--- src/rtl/gb_alu_pkg.sv ---
// Shared constants, shift op encodings and payload types for the ALU shift stage.
package gb_alu_pkg;

    localparam int unsigned XLEN       = 64;
    localparam int unsigned WORD_W     = 32;
    localparam int unsigned GB_SHAMT_W = 7;
    localparam int unsigned GB_SH_W    = 6;
    localparam int unsigned GB_OP_W    = 3;

    typedef enum logic [GB_OP_W-1:0] {
        GB_SH_SLL  = 3'd0,
        GB_SH_SRL  = 3'd1,
        GB_SH_SRA  = 3'd2,
        GB_SH_SLLW = 3'd3,
        GB_SH_SRLW = 3'd4,
        GB_SH_SRAW = 3'd5
    } gb_sh_op_e;

    // Decoded op as held in the first pipeline slot (shamt already masked).
    typedef struct packed {
        logic [GB_OP_W-1:0] op;
        logic [XLEN-1:0]    rs1;
        logic [GB_SH_W-1:0] sh;
    } gb_sh_req_t;

    // True for the 32-bit word variants.
    function automatic logic is_word_op(logic [GB_OP_W-1:0] op);
        return (op == GB_SH_SLLW) || (op == GB_SH_SRLW) || (op == GB_SH_SRAW);
    endfunction

endpackage

--- src/rtl/gb_alu_shift_stage_if.sv ---
// Issue-side and writeback-side handshake bundle of the shift stage.
interface gb_alu_shift_stage_if
    import gb_alu_pkg::*;
#(
    parameter int unsigned TAG_W = 5
);
    logic                  i_flush;
    logic                  i_valid;
    logic                  o_ready;
    logic [GB_OP_W-1:0]    i_op;
    logic [XLEN-1:0]       i_rs1;
    logic [GB_SHAMT_W-1:0] i_shamt;
    logic [TAG_W-1:0]      i_rd;
    logic                  o_valid;
    logic                  i_ready;
    logic [XLEN-1:0]       o_result;
    logic [TAG_W-1:0]      o_rd;
    logic                  o_illegal;

    // Stage side.
    modport slave (
        input  i_flush, i_valid, i_op, i_rs1, i_shamt, i_rd, i_ready,
        output o_ready, o_valid, o_result, o_rd, o_illegal
    );

    // Issue/writeback side.
    modport master (
        output i_flush, i_valid, i_op, i_rs1, i_shamt, i_rd, i_ready,
        input  o_ready, o_valid, o_result, o_rd, o_illegal
    );
endinterface

--- src/rtl/gb_alu_shifter.sv ---
// Combinational log-stage barrel shifter; left shifts reuse the right-shift
// network by bit-reversing the data on the way in and out.
module gb_alu_shifter
    import gb_alu_pkg::*;
(
    input  logic [XLEN-1:0]    i_data,
    input  logic [GB_SH_W-1:0] i_sh,
    input  logic               i_left,
    input  logic               i_fill,
    output logic [XLEN-1:0]    o_data_c
);

    function automatic logic [XLEN-1:0] bit_rev(logic [XLEN-1:0] d);
        logic [XLEN-1:0] r;
        for (int i = 0; i < int'(XLEN); i++) begin
            r[i] = d[XLEN-1-i];
        end
        return r;
    endfunction

    logic            fill;
    logic [XLEN-1:0] pre;
    logic [XLEN-1:0] s0, s1, s2, s3, s4, s5;

    // Six right-shift stages of 1/2/4/8/16/32 bits.
    always_comb begin
        fill     = i_fill & ~i_left;
        pre      = i_left ? bit_rev(i_data) : i_data;
        s0       = i_sh[0] ? {{1{fill}},  pre[XLEN-1:1]}  : pre;
        s1       = i_sh[1] ? {{2{fill}},  s0[XLEN-1:2]}   : s0;
        s2       = i_sh[2] ? {{4{fill}},  s1[XLEN-1:4]}   : s1;
        s3       = i_sh[3] ? {{8{fill}},  s2[XLEN-1:8]}   : s2;
        s4       = i_sh[4] ? {{16{fill}}, s3[XLEN-1:16]}  : s3;
        s5       = i_sh[5] ? {{32{fill}}, s4[XLEN-1:32]}  : s4;
        o_data_c = i_left ? bit_rev(s5) : s5;
    end

endmodule

--- src/rtl/gb_alu_shift_stage.sv ---
// Two-slot registered RV64 shift execute stage with valid/ready on both sides.
module gb_alu_shift_stage
    import gb_alu_pkg::*;
#(
    parameter int unsigned TAG_W = 5
)(
    input  logic                 i_clk,
    input  logic                 i_rst,
    gb_alu_shift_stage_if.slave  bus
);

    logic             s1_valid_q, s1_valid_d;
    gb_sh_req_t       s1_req_q,   s1_req_d;
    logic [TAG_W-1:0] s1_rd_q,    s1_rd_d;
    logic             s2_valid_q, s2_valid_d;
    logic [XLEN-1:0]  s2_result_q, s2_result_d;
    logic [TAG_W-1:0] s2_rd_q,    s2_rd_d;
    logic             s2_illegal_q, s2_illegal_d;

    logic            s2_adv_c, s1_adv_c, ready_c, in_xfer_c;
    logic            word_c, left_c, arith_c, illegal_c;
    logic            fill_c;
    logic [XLEN-1:0] sh_in_c, sh_out_c, result_c;

    // Bit 6 of the raw shift amount never affects the result.
    logic unused_shamt_msb;
    assign unused_shamt_msb = bus.i_shamt[6];

    // Word pre-masking, fill selection and sign extension around the shifter.
    always_comb begin
        word_c    = is_word_op(s1_req_q.op);
        left_c    = (s1_req_q.op == GB_SH_SLL) || (s1_req_q.op == GB_SH_SLLW);
        arith_c   = (s1_req_q.op == GB_SH_SRA) || (s1_req_q.op == GB_SH_SRAW);
        illegal_c = s1_req_q.op > GB_OP_W'(GB_SH_SRAW);
        fill_c    = arith_c & (word_c ? s1_req_q.rs1[WORD_W-1] : s1_req_q.rs1[XLEN-1]);
        sh_in_c   = word_c ? {{WORD_W{fill_c}}, s1_req_q.rs1[WORD_W-1:0]} : s1_req_q.rs1;
        result_c  = sh_out_c;
        if (word_c) begin
            result_c = {{WORD_W{sh_out_c[WORD_W-1]}}, sh_out_c[WORD_W-1:0]};
        end
        if (illegal_c) begin
            result_c = '0;
        end
    end

    gb_alu_shifter u_shifter (
        .i_data   (sh_in_c),
        .i_sh     (s1_req_q.sh),
        .i_left   (left_c),
        .i_fill   (fill_c),
        .o_data_c (sh_out_c)
    );

    // Handshake and slot next-state; flush wins over every transfer.
    always_comb begin
        s2_adv_c  = !s2_valid_q || bus.i_ready;
        s1_adv_c  = !s1_valid_q || s2_adv_c;
        ready_c   = s1_adv_c && !bus.i_flush;
        in_xfer_c = bus.i_valid && ready_c;

        s1_valid_d   = s1_valid_q;
        s1_req_d     = s1_req_q;
        s1_rd_d      = s1_rd_q;
        s2_valid_d   = s2_valid_q;
        s2_result_d  = s2_result_q;
        s2_rd_d      = s2_rd_q;
        s2_illegal_d = s2_illegal_q;

        if (in_xfer_c) begin
            s1_req_d.op  = bus.i_op;
            s1_req_d.rs1 = bus.i_rs1;
            s1_req_d.sh  = is_word_op(bus.i_op) ? {1'b0, bus.i_shamt[4:0]} : bus.i_shamt[5:0];
            s1_rd_d      = bus.i_rd;
        end
        if (s1_adv_c) begin
            s1_valid_d = in_xfer_c;
        end
        if (s2_adv_c) begin
            s2_valid_d = s1_valid_q;
            if (s1_valid_q) begin
                s2_result_d  = result_c;
                s2_rd_d      = s1_rd_q;
                s2_illegal_d = illegal_c;
            end
        end
        if (bus.i_flush) begin
            s1_valid_d = 1'b0;
            s2_valid_d = 1'b0;
        end
    end

    // Slot registers with synchronous reset.
    always_ff @(posedge i_clk) begin
        if (i_rst) begin
            s1_valid_q   <= 1'b0;
            s1_req_q     <= '0;
            s1_rd_q      <= '0;
            s2_valid_q   <= 1'b0;
            s2_result_q  <= '0;
            s2_rd_q      <= '0;
            s2_illegal_q <= 1'b0;
        end else begin
            s1_valid_q   <= s1_valid_d;
            s1_req_q     <= s1_req_d;
            s1_rd_q      <= s1_rd_d;
            s2_valid_q   <= s2_valid_d;
            s2_result_q  <= s2_result_d;
            s2_rd_q      <= s2_rd_d;
            s2_illegal_q <= s2_illegal_d;
        end
    end

    assign bus.o_ready   = ready_c;
    assign bus.o_valid   = s2_valid_q;
    assign bus.o_result  = s2_result_q;
    assign bus.o_rd      = s2_rd_q;
    assign bus.o_illegal = s2_illegal_q;

endmodule

--- src/flat_wrapper.sv ---
// flat-port wrapper written by rule: the top's interface ports become plain ports
module gb_alu_shift_stage_flat import gb_alu_pkg::*;
#(
    parameter int unsigned TAG_W = 5
)
  (i_clk, i_rst, bus_i_flush, bus_i_valid, bus_i_op, bus_i_rs1, bus_i_shamt, bus_i_rd, bus_i_ready, bus_o_ready, bus_o_valid, bus_o_result, bus_o_rd, bus_o_illegal);
  gb_alu_shift_stage_if #(.TAG_W(TAG_W)) bus_i ();
  input  logic i_clk;
  input  logic i_rst;
  input wire logic [$bits(bus_i.i_flush)-1:0] bus_i_flush;
  input wire logic [$bits(bus_i.i_valid)-1:0] bus_i_valid;
  input wire logic [$bits(bus_i.i_op)-1:0] bus_i_op;
  input wire logic [$bits(bus_i.i_rs1)-1:0] bus_i_rs1;
  input wire logic [$bits(bus_i.i_shamt)-1:0] bus_i_shamt;
  input wire logic [$bits(bus_i.i_rd)-1:0] bus_i_rd;
  input wire logic [$bits(bus_i.i_ready)-1:0] bus_i_ready;
  output wire logic [$bits(bus_i.o_ready)-1:0] bus_o_ready;
  output wire logic [$bits(bus_i.o_valid)-1:0] bus_o_valid;
  output wire logic [$bits(bus_i.o_result)-1:0] bus_o_result;
  output wire logic [$bits(bus_i.o_rd)-1:0] bus_o_rd;
  output wire logic [$bits(bus_i.o_illegal)-1:0] bus_o_illegal;
  assign bus_i.i_flush = bus_i_flush;
  assign bus_i.i_valid = bus_i_valid;
  assign bus_i.i_op = bus_i_op;
  assign bus_i.i_rs1 = bus_i_rs1;
  assign bus_i.i_shamt = bus_i_shamt;
  assign bus_i.i_rd = bus_i_rd;
  assign bus_i.i_ready = bus_i_ready;
  assign bus_o_ready = bus_i.o_ready;
  assign bus_o_valid = bus_i.o_valid;
  assign bus_o_result = bus_i.o_result;
  assign bus_o_rd = bus_i.o_rd;
  assign bus_o_illegal = bus_i.o_illegal;
  gb_alu_shift_stage #(.TAG_W(TAG_W)) u_core (.i_clk(i_clk), .i_rst(i_rst), .bus(bus_i));
endmodule
--- config.mk ---
export PLATFORM = sky130hd
export DESIGN_NAME = gb_alu_shift_stage_flat
export DESIGN_NICKNAME = d
export VERILOG_FILES = /design/src/rtl/gb_alu_pkg.sv /design/src/rtl/gb_alu_shift_stage_if.sv /design/src/rtl/gb_alu_shifter.sv /design/src/rtl/gb_alu_shift_stage.sv /design/src/flat_wrapper.sv
export SDC_FILE = /design/constraint.sdc
export NUM_CORES = 1
export LEC_CHECK = 0
export BUFFER_PORTS_ARGS = -buffer_cell sky130_fd_sc_hd__buf_2
export CORE_MARGIN = 2
export CORE_UTILIZATION = 40
export CTS_CLUSTER_SIZE = 25
export DETAILED_ROUTE_END_ITERATION = 7
export SLEW_MARGIN = 20
export SYNTH_ARGS = -nofsm -noshare
export SYNTH_HDL_FRONTEND = slang
export SYNTH_SLANG_ARGS = --single-unit
--- constraint.sdc ---
create_clock -name i_clk -period 7.56 [get_ports i_clk]
set_clock_uncertainty 0.2 [all_clocks]
set_input_delay 1.512 -clock i_clk [delete_from_list [all_inputs] [get_ports i_clk]]
set_output_delay 1.512 -clock i_clk [all_outputs]
set_load 0.05 [all_outputs]
# Word level (Yosys, flattened, before mapping)
# Cells that the tools add are included.
classes:
  n_lt_le_gt_ge: 1
  eq_ne: 7
  muxes: 13
  bitwise: 3
  n_reduce_logical: 16
ops:
  columns: ["operator", "n"]
  rows:
  - ["64-bit two-way mux", 11]
  - ["3-bit == test, second input constant", 4]
  - ["3-bit by 2-bit == test with 1-bit output, second input constant", 3]
  - ["1-bit logical OR", 8]
  - ["6-bit two-way mux", 1]
  - ["3-bit > comparator, second input constant", 1]
  - ["1-bit zero test", 3]
  - ["3-bit zero test", 1]
  - ["1-bit bitwise AND", 2]
  - ["1-bit logical AND", 2]
  - ["2-bit AND reduction", 1]
  - ["2-bit OR reduction", 1]
  - ["1-bit two-way mux", 1]
  - ["1-bit inverter", 1]
word_totals:
  register_bits: 150
  inputBits: 84
  output_inout_bits: 72
  word_cells: 49

# Logic depth before layout (Yosys ltp)
logic_depth:
  ltp_word: 16
  depth_mapped: 16
  depth_no_buf: 10

# Cells and area by module
# Synthesis repeated with hierarchy kept, for this count alone.
hier_totals:
  cells_unflattened: 1499
  area_unflattened_um2: 12896.1
modules_own_cells:
  columns: ["module", "instances", "cells_per_inst", "area_per_inst_um2"]
  rows:
  - ["gb_alu_shifter", 1, 852, 7013.0]
  - ["gb_alu_shift_stage", 1, 647, 5883.1]

# Worst setup path after synthesis
# No wires, ideal clock.
synth_timing:
  path_kind: "input-to-output"
  startpoint: "input bus_i_ready"
  endpoint: "output bus_o_ready"
  t_arrival_ps: 2423
  setup_slack_ps: 3425
  cell_stages: 2
  cell_sequence: "nor2b_1 a21oi_1"
synth_between:
  elab_chain_len: 3
synth_lines:
  columns: ["item", "line", "rtl"]
  rows:
  - ["start, declared", "flat_wrapper.sv:16", "input wire logic [$bits(bus_i.i_ready)-1:0] bus_i_ready;"]
  - ["1-bit logical OR", "gb_alu_shift_stage.sv:56", "s2_adv_c = !s2_valid_q || bus.i_ready;"]
  - ["1-bit logical OR", "gb_alu_shift_stage.sv:57", "s1_adv_c = !s1_valid_q || s2_adv_c;"]
  - ["1-bit logical AND", "gb_alu_shift_stage.sv:58", "ready_c = s1_adv_c && !bus.i_flush;"]
  - ["end, declared", "flat_wrapper.sv:17", "output wire logic [$bits(bus_i.o_ready)-1:0] bus_o_ready;"]
# Every way passes these cells.

# Final worst setup path
layout_timing:
  startpoint: "register u_core.s1_req_q[70] (netlist bit)"
  endpoint: "register u_core.s2_result_q[62], in the netlist u_core.bus.o_result[62]"
layout_between:
  elab_chain_len: 16
layout_lines:
  columns: ["item", "line", "rtl"]
  rows:
  - ["start, declared", "gb_alu_shift_stage.sv:13", "gb_sh_req_t s1_req_q, s1_req_d;"]
  - ["start signal, assigned", "gb_alu_shift_stage.sv:104", "s1_req_q <= s1_req_d;"]
  - ["3-bit by 2-bit == test with 1-bit output or 3-bit == test (tied branches)", "gb_alu_pkg.sv:28, gb_alu_shift_stage.sv:32", null]
  - ["1-bit logical OR (2 in a row)", "gb_alu_pkg.sv:28", "return (op == GB_SH_SLLW) || (op == GB_SH_SRLW) || (op == GB_SH_SRAW);"]
  - ["1-bit two-way mux", "gb_alu_shift_stage.sv:35", "fill_c = arith_c & (word_c ? s1_req_q.rs1[WORD_W-1] : s1_req_q.rs1[XLEN-1]);"]
  - ["1-bit bitwise AND", "gb_alu_shift_stage.sv:35", null]
  - ["64-bit two-way mux", "gb_alu_shift_stage.sv:36", "sh_in_c = word_c ? {{WORD_W{fill_c}}, s1_req_q.rs1[WORD_W-1:0]} : s1_req_q.rs1;"]
  - ["64-bit two-way mux", "gb_alu_shifter.sv:28", "pre = i_left ? bit_rev(i_data) : i_data;"]
  - ["64-bit two-way mux", "gb_alu_shifter.sv:29", "s0 = i_sh[0] ? {{1{fill}}, pre[XLEN-1:1]} : pre;"]
  - ["64-bit two-way mux", "gb_alu_shifter.sv:30", "s1 = i_sh[1] ? {{2{fill}}, s0[XLEN-1:2]} : s0;"]
  - ["64-bit two-way mux", "gb_alu_shifter.sv:31", "s2 = i_sh[2] ? {{4{fill}}, s1[XLEN-1:4]} : s1;"]
  - ["64-bit two-way mux", "gb_alu_shifter.sv:32", "s3 = i_sh[3] ? {{8{fill}}, s2[XLEN-1:8]} : s2;"]
  - ["64-bit two-way mux", "gb_alu_shifter.sv:33", "s4 = i_sh[4] ? {{16{fill}}, s3[XLEN-1:16]} : s3;"]
  - ["64-bit two-way mux", "gb_alu_shifter.sv:34", "s5 = i_sh[5] ? {{32{fill}}, s4[XLEN-1:32]} : s4;"]
  - ["64-bit two-way mux", "gb_alu_shifter.sv:35", "o_data_c = i_left ? bit_rev(s5) : s5;"]
  - ["64-bit two-way mux", "gb_alu_shift_stage.sv:38", "if (word_c) begin"]
  - ["64-bit two-way mux (*)", "gb_alu_shift_stage.sv:41", "if (illegal_c) begin"]
  - ["end signal, assigned", "gb_alu_shift_stage.sv:107", "s2_result_q <= s2_result_d;"]
  - ["end, declared", "gb_alu_shift_stage.sv:16", "logic [XLEN-1:0] s2_result_q, s2_result_d;"]
# Every way passes the cells marked *; elsewhere a longest branch is shown, timed or not.
# A chain may end at the register's enable or synchronous reset.

==> results.md <==
- The detailed router finished its first iteration with 2,186 violations.
- The global-route usage over all layers is 0.351.
- The run finished with clean final reports.
- Counting flops with an async set or reset pin after synthesis yields a share of 0.
- In this run the horizontal extent of the chip is 195 µm.
- In this run the mean area of a mapped cell was between 7 and 8 µm².
- After clock tree synthesis, the clock-pin slew on the worst setup and hold paths is 0.08 ns.
- In this run the clock root is driven by a sky130_fd_sc_hd__clkbuf_16.
- The count of endpoints failing hold in the final timing report is 0.
- Setup repair after global routing left no endpoint under its margin.
- The number of nets with antenna violations after routing is 0.
- Leaving out fill and tap cells, the most frequent cell in the layout is sky130_fd_sc_hd__nand2_1.
- The arrival time at the worst endpoint is 5.68 ns.
- The tightest min-delay check is of the reg -> reg type.
- Clock tree synthesis inserted a total of 17 buffers.
- The HPWL after detailed placement is 50.7 mm.
- The internal power contribution is approximately 1600 µW.
- The power share of the combinational group is 0.346.
- The leakage power total is 0.00612 µW.
- The leading area contributor after synthesis is sky130_fd_sc_hd__dfxtp_1.
- The count of input and output buffers is 154.
- The H-tree generated during clock tree synthesis spans 4 levels.
- Of the synthesized area, sequential elements account for 0.207.
- In the final layout, the share of cells above drive strength 1 is 0.204.
- The library cells used most frequently in the layout, excluding fill and tap cells, are 344 x sky130_fd_sc_hd__nand2_1, 210 x sky130_fd_sc_hd__a21oi_1, 153 x sky130_fd_sc_hd__buf_2.
- For this design, the sink count on the clock tree is 150.
- The fraction of the cycle the final worst path needs is 0.731.
- The total vias in the final route is 16,700.
- The max-slew violation total from the final report is 0.
- The number of global-route vias before repair came to 15,100.
- The slew of the pin with the lowest slew margin is 1.08 ns.
- The total congestion overflow is 0.
- Derived from the worst setup path, the maximum achievable clock frequency is 181 MHz.
- TritonCTS built the clock tree.
- The finished cells cover between 15,000 and 20,000 µm².
- The number of setup buffers added after CTS is 0.
- Counting along the longest clock path gives a buffer depth of 2.
- On the critical path, the stage with the largest delay is an instance of sky130_fd_sc_hd__dfxtp_4.
- Synthesis produced 1,933 cells.
- Yosys printed 0 warnings.
- Across the VDD grid, the largest voltage drop is 0.171 mV.
- The number of inserted diodes is 0.
- In this run the power density over the cells is 171 nW/µm².
- Fill cells in the final layout number 3,688.
- The buffer and inverter count on the worst path is 3.
- The share of total power dissipated in sequential elements is 0.318.
- The first-pass GRT wire length is slightly above 100 mm.
- The cell family with the largest share of critical-path delay is compound AO/OA/AOI/OAI gates.
- For the worst-skew pair, the clock arrives at the later sink with an insertion delay of 0.47 ns.
- From bottom edge to top edge, the die measures ~200 µm.
- The worst slew margin relative to its limit is 0.271.
- Entering global routing, the biggest net connects 94 pins.
- The starting density of the core is 0.408.
- The net switching share of the total power is 0.409.
- Counting distinct cell types in the post-synthesis netlist gives 98.
- The analysis attributes to net switching a power of roughly 1100 µW.
- The routed design has approximately 68 mm of wire.
- Of all nets on the critical path, the largest fanout is 62.
- In this run the core area contains 69 standard-cell rows.
- Yosys mapped a number of flops with a built-in enable equal to 0.
- The top flip-flop cell by instance count after synthesis is sky130_fd_sc_hd__dfxtp_1.
- Gates resized during post-CTS repair numbered 0.
- The delay of the slowest cell on the worst path is 0.80 ns.
- The average wire per cell in the routed design is 27.7 µm.
- The area growth from synthesis to layout is 10.5%.
- The share of total power dissipated in the clock network is 0.336.
- The number of iterations in the first detailed-routing pass is 6.
- The post-layout minimum cycle time is 5.53 ns.
- The per-cell via count in the routed design is slightly below 7.
- The summed negative setup slack over all endpoints is 0 ns.
- Yosys attributes the largest share of cell area to sky130_fd_sc_hd__dfxtp_1 21%, sky130_fd_sc_hd__nand2_1 8.9%, sky130_fd_sc_hd__mux4_2 8.1%, sky130_fd_sc_hd__a21oi_1 7.2%, sky130_fd_sc_hd__mux2i_1 3.9%.
- The number of max-cap violations is 0.
- The synthesized flop and latch total is 150.
- Traced cell by cell, the critical path runs through buf_4 -> nor2b_1 -> buf_4 -> nor3_2 -> buf_4 -> a221o_1 -> o31ai_1 -> o21ai_0 -> a222oi_1 -> o21ai_2 -> a221oi_2 -> nor2_1 -> a32o_1.
- The total standard cell area after synthesis is 14,500 µm².
- The number of DRC violations after detailed routing is 0.
- The worst setup path is of the reg -> reg kind.
- The type of origin of the critical path is a flop.
- Setup violations remaining at the end of the flow were counted as 0.
- In this run the standard cell core region covers ~36,000 µm².
- The number of nets in the synthesized netlist is 2,017.
- In this run the cell area measured after placement is 15,400 µm².
- The congestion estimate from routability-driven global placement came to 0.978.
- The portion of synthesized cell area occupied by the leading cell type is 0.207.
- The number of hold buffers added after CTS was 0.
- The final layout contains ~2,100 nets.
- Counting stages on the worst path, the most repeated cell is sky130_fd_sc_hd__buf_4.
- The capturing element type of the critical path is a flop.
- The total I/O pin count is 156.
- The full die area is approximately 38,000 µm².
- At the worst endpoint, the required time is 7.71 ns.
- The initial antenna violation count is 2.
synth_stat cells (13+ instances only):
cell	count
sky130_fd_sc_hd__nand2_1	346
sky130_fd_sc_hd__a21oi_1	210
sky130_fd_sc_hd__dfxtp_1	150
sky130_fd_sc_hd__nor2_1	122
sky130_fd_sc_hd__o21ai_0	103
sky130_fd_sc_hd__clkbuf_1	101
sky130_fd_sc_hd__mux2i_1	57
sky130_fd_sc_hd__o211ai_1	53
sky130_fd_sc_hd__mux4_2	52
sky130_fd_sc_hd__o22ai_1	50
sky130_fd_sc_hd__buf_2	44
sky130_fd_sc_hd__nand3_1	43
sky130_fd_sc_hd__mux2_2	41
sky130_fd_sc_hd__nor3b_1	30
sky130_fd_sc_hd__a211oi_1	28
sky130_fd_sc_hd__a22oi_1	27
sky130_fd_sc_hd__nor3_1	25
sky130_fd_sc_hd__buf_1	23
sky130_fd_sc_hd__a22o_1	22
sky130_fd_sc_hd__a221oi_1	19
sky130_fd_sc_hd__and2_1	19
sky130_fd_sc_hd__o21ai_1	18
sky130_fd_sc_hd__a32oi_1	17
sky130_fd_sc_hd__and3_1	17
sky130_fd_sc_hd__a21o_1	14
sky130_fd_sc_hd__o211a_1	13
worst reg2reg max path: cells and delay by family (launching register included):
family,cells,cell delay [ns]
AND/OR/NAND/NOR,3,0.53
flip-flops,1,0.80
buffers and inverters,3,1.08
AO/OA/AOI/OAI,7,2.81
per-layer routing:
layer / share of wire / vias to the layer above / global-route usage
li1: - / 7433 / -
met1: 0.44 / 8096 / 0.499
met2: 0.43 / 980 / 0.530
met3: 0.094 / 156 / 0.0672
met4: 0.034 / 2 / 0.118
met5: 0.00022 / - / 0
sequential cells by signal, indices dropped and copies added (netlist names):
register and count:
u_core.bus.o_illegal 1, u_core.s1_req_q 73, u_core.bus.o_rd 5, u_core.bus.o_result 64
u_core.s1_rd_q 5, u_core.bus.o_valid 1, u_core.s1_valid_q 1
layout make-up:
class                           count  area (µm²)  share of cell area
Clock inverter                     13         155             0.00966
Clock buffer                       19         453              0.0282
Timing Repair Buffer              208        1190              0.0742
Sequential cell                   150        3020               0.188
Inverter                           15        56.3             0.00351
Tap cell                          461         577              0.0359
Multi-Input combinational cell   1578       10600               0.660
cell families (layout without fill, tap and decap cells):
| logic type | Yosys count | count (layout) | synth area share |
|---|---|---|---|
| AOI/OAI and AO/OA | 733 | 733 | 0.345 |
| xor gates and xnor gates | 2 | 2 | 0.00121 |
| muxes | 161 | 161 | 0.164 |
| and+or+nand+nor | 682 | 682 | 0.218 |
| DFF | 150 | 150 | 0.207 |
| buffers and inverters | 205 | 255 | 0.0653 |
final timing paths:
kind                                             start                                    to  slack, ns  depth (start not counted)
hold reg to reg   u_core.bus.o_result[52]$_SDFFE_PP0P_  u_core.bus.o_result[52]$_SDFFE_PP0P_       0.25                          2
setup / recovery      u_core.s1_req_q[70]$_SDFFE_PP0P_  u_core.bus.o_result[62]$_SDFFE_PP0P_       2.03                         13
setup reg to reg      u_core.s1_req_q[70]$_SDFFE_PP0P_  u_core.bus.o_result[62]$_SDFFE_PP0P_       2.03                         13
hold / removal    u_core.bus.o_result[52]$_SDFFE_PP0P_  u_core.bus.o_result[52]$_SDFFE_PP0P_       0.25                          2
power by group through the flow:
stage          sequential, µW  clock [µW]  combinational [µW]
2_1_floorplan             911           0                 575
5_1_grt                   879         961                 996
3_3_place_gp              888           0                 918
6_report                  874         922                 949
4_1_cts                   872         931                 919
3_5_place_dp              890           0                 915
through the flow:
stage | hold WS, ns | cells | setup WS, ns | util | power [µW]
3_5_place_dp | 0.235 | 2411 | 2.10 | 0.433 | 1810
6_report | 0.245 | 2444 | 2.03 | 0.450 | 2750
5_1_grt | 0.272 | 2444 | 1.77 | 0.450 | 2840
3_3_place_gp | 0.231 | 2411 | 2.13 | 0.433 | 1810
2_1_floorplan | 0.232 | 1933 | 3.43 | - | 1490
4_1_cts | 0.252 | 2443 | 2.08 | 0.450 | 2720
No activity file was read; power rests on OpenSTA's default activity.
